<file path="src/rtl/music_pkg.sv">
// music_pkg: track code constants and key-to-track mapping shared by the note-path blocks
package music_pkg;

    localparam int TRACK_W  = 6;
    localparam int NUM_KEYS = 16;

    localparam logic [TRACK_W-1:0] TRACK_REST = 6'd0;

    // Keys that have a sharp neighbour; the zero bits are the E/B style gaps in the scale
    localparam logic [NUM_KEYS-1:0] SHARP_MASK = 16'b1110_1101_1101_1011;

    // Natural track codes, element [15] (leftmost key) first
    localparam logic [NUM_KEYS-1:0][TRACK_W-1:0] NATURAL = '{
        6'd9,  6'd11, 6'd13, 6'd15, 6'd16, 6'd18, 6'd20, 6'd21,
        6'd23, 6'd25, 6'd27, 6'd28, 6'd30, 6'd32, 6'd33, 6'd35
    };

    typedef enum logic [1:0] {IDLE, PLAY, RETRIG} state_t;

    function automatic logic [TRACK_W-1:0] key_bit_to_track(input logic [3:0] idx);
        return NATURAL[idx];
    endfunction

endpackage

</file>
<file path="src/rtl/key_debouncer.sv">
// key_debouncer: 2-FF synchronizer plus a stability counter that commits a quiet input vector
module key_debouncer #(
    parameter int W       = 16,
    parameter int DEB_CNT = 1_000_000,
    parameter int CNT_W   = 20
) (
    input  logic         clk,
    input  logic         rst_n,
    input  logic [W-1:0] din,
    output logic [W-1:0] stable_vec
);

    logic [W-1:0]     sync1, sync2, samp;
    logic [CNT_W-1:0] cnt;
    logic             diff;

    assign diff = sync2 != samp;

    // Synchronize, restart the count on any change, saturate when quiet and commit as it reaches DEB_CNT-1
    always_ff @(posedge clk or negedge rst_n) begin
        if (!rst_n) begin
            sync1      <= '0;
            sync2      <= '0;
            samp       <= '0;
            cnt        <= '0;
            stable_vec <= '0;
        end else begin
            sync1 <= din;
            sync2 <= sync1;
            samp  <= sync2;
            cnt   <= diff ? '0 : (cnt == CNT_W'(DEB_CNT - 1)) ? cnt : cnt + CNT_W'(1);
            if (!diff && cnt == CNT_W'(DEB_CNT - 2))
                stable_vec <= sync2;
        end
    end

endmodule

</file>
<file path="src/rtl/key_encoder_one_track.sv">
// key_encoder_one_track: debounced 16-key priority encoder to track code with note on/off pulses; SHARP_KEY_EN adds the sharp modifier
module key_encoder_one_track
    import music_pkg::*;
#(
    parameter int DEB_CNT = 1_000_000,
    parameter int CNT_W   = 20
) (
    input  logic                clk,
    input  logic                rst_n,
    input  logic [NUM_KEYS-1:0] key,
    input  logic                sharp,
    output logic [TRACK_W-1:0]  track,
    output logic                note_on,
    output logic                note_off,
    output logic                playing
);

`ifdef SHARP_KEY_EN
    localparam int W = NUM_KEYS + 1;
`else
    localparam int W = NUM_KEYS;
`endif

    logic [W-1:0]       raw, stable_vec;
    logic               sharp_s;
    logic [TRACK_W-1:0] enc;
    state_t             state;

`ifdef SHARP_KEY_EN
    assign raw     = {sharp, key};
    assign sharp_s = stable_vec[NUM_KEYS];
`else
    logic unused_sharp;
    assign raw          = key;
    assign sharp_s      = 1'b0;
    assign unused_sharp = sharp;
`endif

    key_debouncer #(.W(W), .DEB_CNT(DEB_CNT), .CNT_W(CNT_W)) u_deb (
        .clk        (clk),
        .rst_n      (rst_n),
        .din        (raw),
        .stable_vec (stable_vec)
    );

    // Priority encode: ascending scan so the highest pressed key overrides lower ones
    always_comb begin
        enc = TRACK_REST;
        for (int i = 0; i < NUM_KEYS; i++)
            if (stable_vec[i])
                enc = key_bit_to_track(4'(i)) + TRACK_W'(sharp_s && SHARP_MASK[i]);
    end

    // Note FSM; a changed code passes through one rest cycle so on/off never coincide
    always_ff @(posedge clk or negedge rst_n) begin
        if (!rst_n) begin
            state    <= IDLE;
            track    <= TRACK_REST;
            note_on  <= 1'b0;
            note_off <= 1'b0;
            playing  <= 1'b0;
        end else begin
            note_on  <= 1'b0;
            note_off <= 1'b0;
            case (state)
                IDLE: if (enc != TRACK_REST) begin
                    state   <= PLAY;
                    track   <= enc;
                    note_on <= 1'b1;
                    playing <= 1'b1;
                end
                PLAY: if (enc != track) begin
                    state    <= (enc == TRACK_REST) ? IDLE : RETRIG;
                    track    <= TRACK_REST;
                    note_off <= 1'b1;
                    playing  <= 1'b0;
                end
                RETRIG: if (enc != TRACK_REST) begin
                    state   <= PLAY;
                    track   <= enc;
                    note_on <= 1'b1;
                    playing <= 1'b1;
                end else
                    state <= IDLE;
                default: state <= IDLE;
            endcase
        end
    end

endmodule

</file>
<file path="config.mk">
export PLATFORM = sky130hd
export DESIGN_NAME = key_encoder_one_track
export DESIGN_NICKNAME = d
export VERILOG_FILES = /design/src/rtl/music_pkg.sv /design/src/rtl/key_debouncer.sv /design/src/rtl/key_encoder_one_track.sv
export SDC_FILE = /design/constraint.sdc
export NUM_CORES = 1
export LEC_CHECK = 0
export BUFFER_PORTS_ARGS = -buffer_cell sky130_fd_sc_hd__buf_2
export CAP_MARGIN = 20
export CORE_AREA = 2 2 84 86
export DETAILED_ROUTE_END_ITERATION = 6
export DIE_AREA = 0 0 86 88
export PLACE_DENSITY = 0.79
export SLEW_MARGIN = 0
export SYNTH_ARGS = -nofsm -noshare
export SYNTH_HDL_FRONTEND = slang
export SYNTH_SLANG_ARGS = --single-unit
</file>
<file path="constraint.sdc">
create_clock -name clk -period 2.8 [get_ports clk]
set_input_delay 0.14 -clock clk [delete_from_list [all_inputs] [get_ports clk]]
set_output_delay 0.14 -clock clk [all_outputs]
set_load 0.02 [all_outputs]
</file>
==> impl_metrics.env <==
export IMPL_clkTransAtPathRegs_ns=0.09
export IMPL_drive_gt1_frac=0.1746
export IMPL_post_cts_buffers=0
export IMPL_ctsResizeCount=0
export IMPL_rrSetupSlack_ns=0.44
export IMPL_power_frac_comb=0.033
export IMPL_worst_pin_slew_ns=0.7666
export IMPL_post_route_util=0.6714
export IMPL_wl_per_cell_um=14.40
export IMPL_syn_area_um2=3862
export IMPL_worstPathMaxFanout=9
export IMPL_viasPerCell=5.515
export IMPL_clkSinkCount=95
export IMPL_syn2layout_area_growth_pct=15.48
export IMPL_synth_cell_types=49
export IMPL_fp_dieH_um=88
export IMPL_min_path_type="input port to async pin"
export IMPL_setup_violations=0
export IMPL_async_reset_ff_frac=1.000
export IMPL_fin_worst_skew_ns=0.008575
export IMPL_dr_pass1_iters=4
export IMPL_reg2reg_from="u_deb.stable_vec[3]"
export IMPL_drc_errors=0
export IMPL_fin_crit_ns=2.358
export IMPL_core_um2=6644
export IMPL_grt_pass1_vias=2550
export IMPL_cts_tree="built"
export IMPL_clk_latency_ns=0.35
export IMPL_maxSlewHeadroom=0.4865
export IMPL_pre_cts_slack_ns=0.4750
export IMPL_power_density_nw_per_um2=532.2
export IMPL_die_width_um=86
export IMPL_diodes=0
export IMPL_place_gp_congestion=0.8566
export IMPL_reg2regPathDepth=6
export IMPL_hpwl_mm=4.353
export IMPL_io_buffers=26
export IMPL_yosys_register_bits=95
export IMPL_grt_max_degree=96
export IMPL_fin_ws_ns=0.4417
export IMPL_syn_nets=346
export IMPL_dp_cells=424
export IMPL_synth_edff_count=0
export IMPL_cts_hold_buf=16
export IMPL_clkPwrFrac=0.367
export IMPL_internal_power_mw=1.866
export IMPL_clk_path_buf_depth=2
export IMPL_ant_nets=0
export IMPL_timing_rr_end="state[1]"
export IMPL_dieArea_um2=7568
export IMPL_synth_largest_area_cell="dfrtp_1"
export IMPL_netlist_area_leader_share=0.6155
export IMPL_avgSynthCellArea_um2=11.88
export IMPL_p_leak_nw=1.996
export IMPL_root_buffer="clkbuf_8"
export IMPL_grtUsageTotal=0.1949
export IMPL_nets=394
export IMPL_p_sw_frac=0.2141
export IMPL_crit_required_ns=3.03
export IMPL_synth_area_leaders="dfrtp_1 62%, xor2_1 5.9%, mux2_2 4.4%, nor2_1 3.3%, nand2_1 2.0%"
export IMPL_grt_pass1_wl_mm=11.54
export IMPL_grt_ovfl_total=0
export IMPL_max_freq_mhz=424.0
export IMPL_status="finished clean"
export IMPL_p_switching_mw=0.5082
export IMPL_max_cap_violations=0
export IMPL_fin_tns_setup_ns=0
export IMPL_yosysWarnings=0
export IMPL_num_io_pins=28
export IMPL_vias=2526
export IMPL_seq_power_share=0.601
export IMPL_slew_violations=0
export IMPL_htree_num_levels=3
export IMPL_num_rows=30
export IMPL_drt_iter0_markers=158
export IMPL_final_cells=458
export IMPL_rsz0062_at_grt="no"
export IMPL_fin_crit_sh=0.8422
export IMPL_wirelength_mm=6.596
export IMPL_start_util=0.5814
export IMPL_yosysSeqAreaShare=0.6155
export IMPL_synthFlopType="dfrtp_1"
export IMPL_hold_violations=0
export IMPL_cp_end_kind="register"
export IMPL_crit_type="register to register"
export IMPL_synth_commonest_cells="95 x dfrtp_1, 34 x nor2_1, 26 x xor2_1"
export IMPL_whs_ns=0.1950
export IMPL_yosys_cell_count_top_type="dfrtp_1"
export IMPL_antenna_found_initial=0
export IMPL_ir_drop_mv=0.3591
export IMPL_worstPathArrival_ns=2.59
export IMPL_cts_buffers=9
export IMPL_syn_inst=325
export IMPL_cp_start_kind="register"
kinds of logic (layout without fill, tap and decap cells):
| family | after synthesis | after routing | share of synthesized area |
|---|---|---|---|
| XOR/XNOR | 31 | 31 | 0.07029 |
| AND/OR/NAND/NOR | 123 | 123 | 0.1691 |
| adder cells (fa/ha/maj) | 2 | 2 | 0.006478 |
| AO/OA/AOI/OAI | 41 | 41 | 0.07353 |
| multiplexers | 16 | 16 | 0.04632 |
| flip-flops | 95 | 95 | 0.6155 |
| buffers and inverters | 17 | 70 | 0.01879 |
area by class of cell:
cell class                      instances  area (um2)
Sequential cell                        95        2377
Clock buffer                           11       131.4
Clock inverter                          5       63.81
Inverter                                8       30.03
Fill cell                             477        2183
Multi-Input combinational cell        213        1413
Timing Repair Buffer                   46       345.3
Tap cell                               80       100.1
layout by cell type (no fill, tap or decap), types with 5 or more instances in the layout:
master | Yosys | layout
dfrtp_1 | 95 | 95
nor2_1 | 34 | 34
xor2_1 | 26 | 26
buf_2 | 1 | 25
nand2_1 | 21 | 21
dlygate4sd3_1 | 0 | 17
mux2_2 | 15 | 15
o21ai_0 | 13 | 13
nand3_1 | 12 | 12
nor3_1 | 9 | 9
nor4_1 | 9 | 9
a21oi_1 | 9 | 9
clkbuf_8 | 0 | 9
inv_1 | 8 | 8
nand4_1 | 6 | 6
or3_1 | 5 | 5
nor2b_1 | 5 | 5
xnor2_1 | 5 | 5
worst max path at each step:
stage	start	to	depth (start not counted)
3_3_place_gp	u_deb.stable_vec[15]	state[1]	5
4_1_cts	u_deb.stable_vec[3]	state[1]	6
2_1_floorplan	u_deb.stable_vec[12]	state[1]	6
6_report	u_deb.stable_vec[3]	state[1]	6
5_1_grt	u_deb.stable_vec[3]	state[1]	6
3_5_place_dp	u_deb.stable_vec[3]	state[1]	6
per-stage QoR:
stage	power (mW)	area [um2]
floorplan	1.463	3862
global placement	1.505	4068
detailed placement	1.510	4068
CTS	2.406	4423
global route	2.477	4461
finish	2.374	4461
per-layer routing:
layer,track usage,vias up,wire [um]
met3,0.04241,9,237
met2,0.3221,56,3231
met5,0,-,0
met1,0.2579,1224,3042
li1,-,1237,-
met4,0.06782,0,85
registers in the layout, summed over array words and instances, names as in the netlist:
signal,cells
note_on,1
u_deb.sync1,16
track,6
u_deb.sync2,16
state,2
u_deb.samp,16
playing,1
note_off,1
u_deb.cnt,20
u_deb.stable_vec,16
power by group through the flow:
stage                     clock [mW]  sequential, mW  combinational (mW)
after global placement             0            1.45              0.0541
after CTS                      0.906            1.43              0.0735
after detailed placement           0            1.45              0.0559
after global routing           0.958            1.43              0.0881
final                          0.870            1.43              0.0775
after floorplan                    0            1.45              0.0157
critical path, stage by stage (launching register included):
cell	delay, ns
dfrtp_1	0.45
nor4_2	0.41
nand3_1	0.27
nor3_2	0.31
mux2i_1	0.38
a41oi_4	0.24
nor2b_1	0.19
No activity file was read; power rests on OpenSTA's default activity.
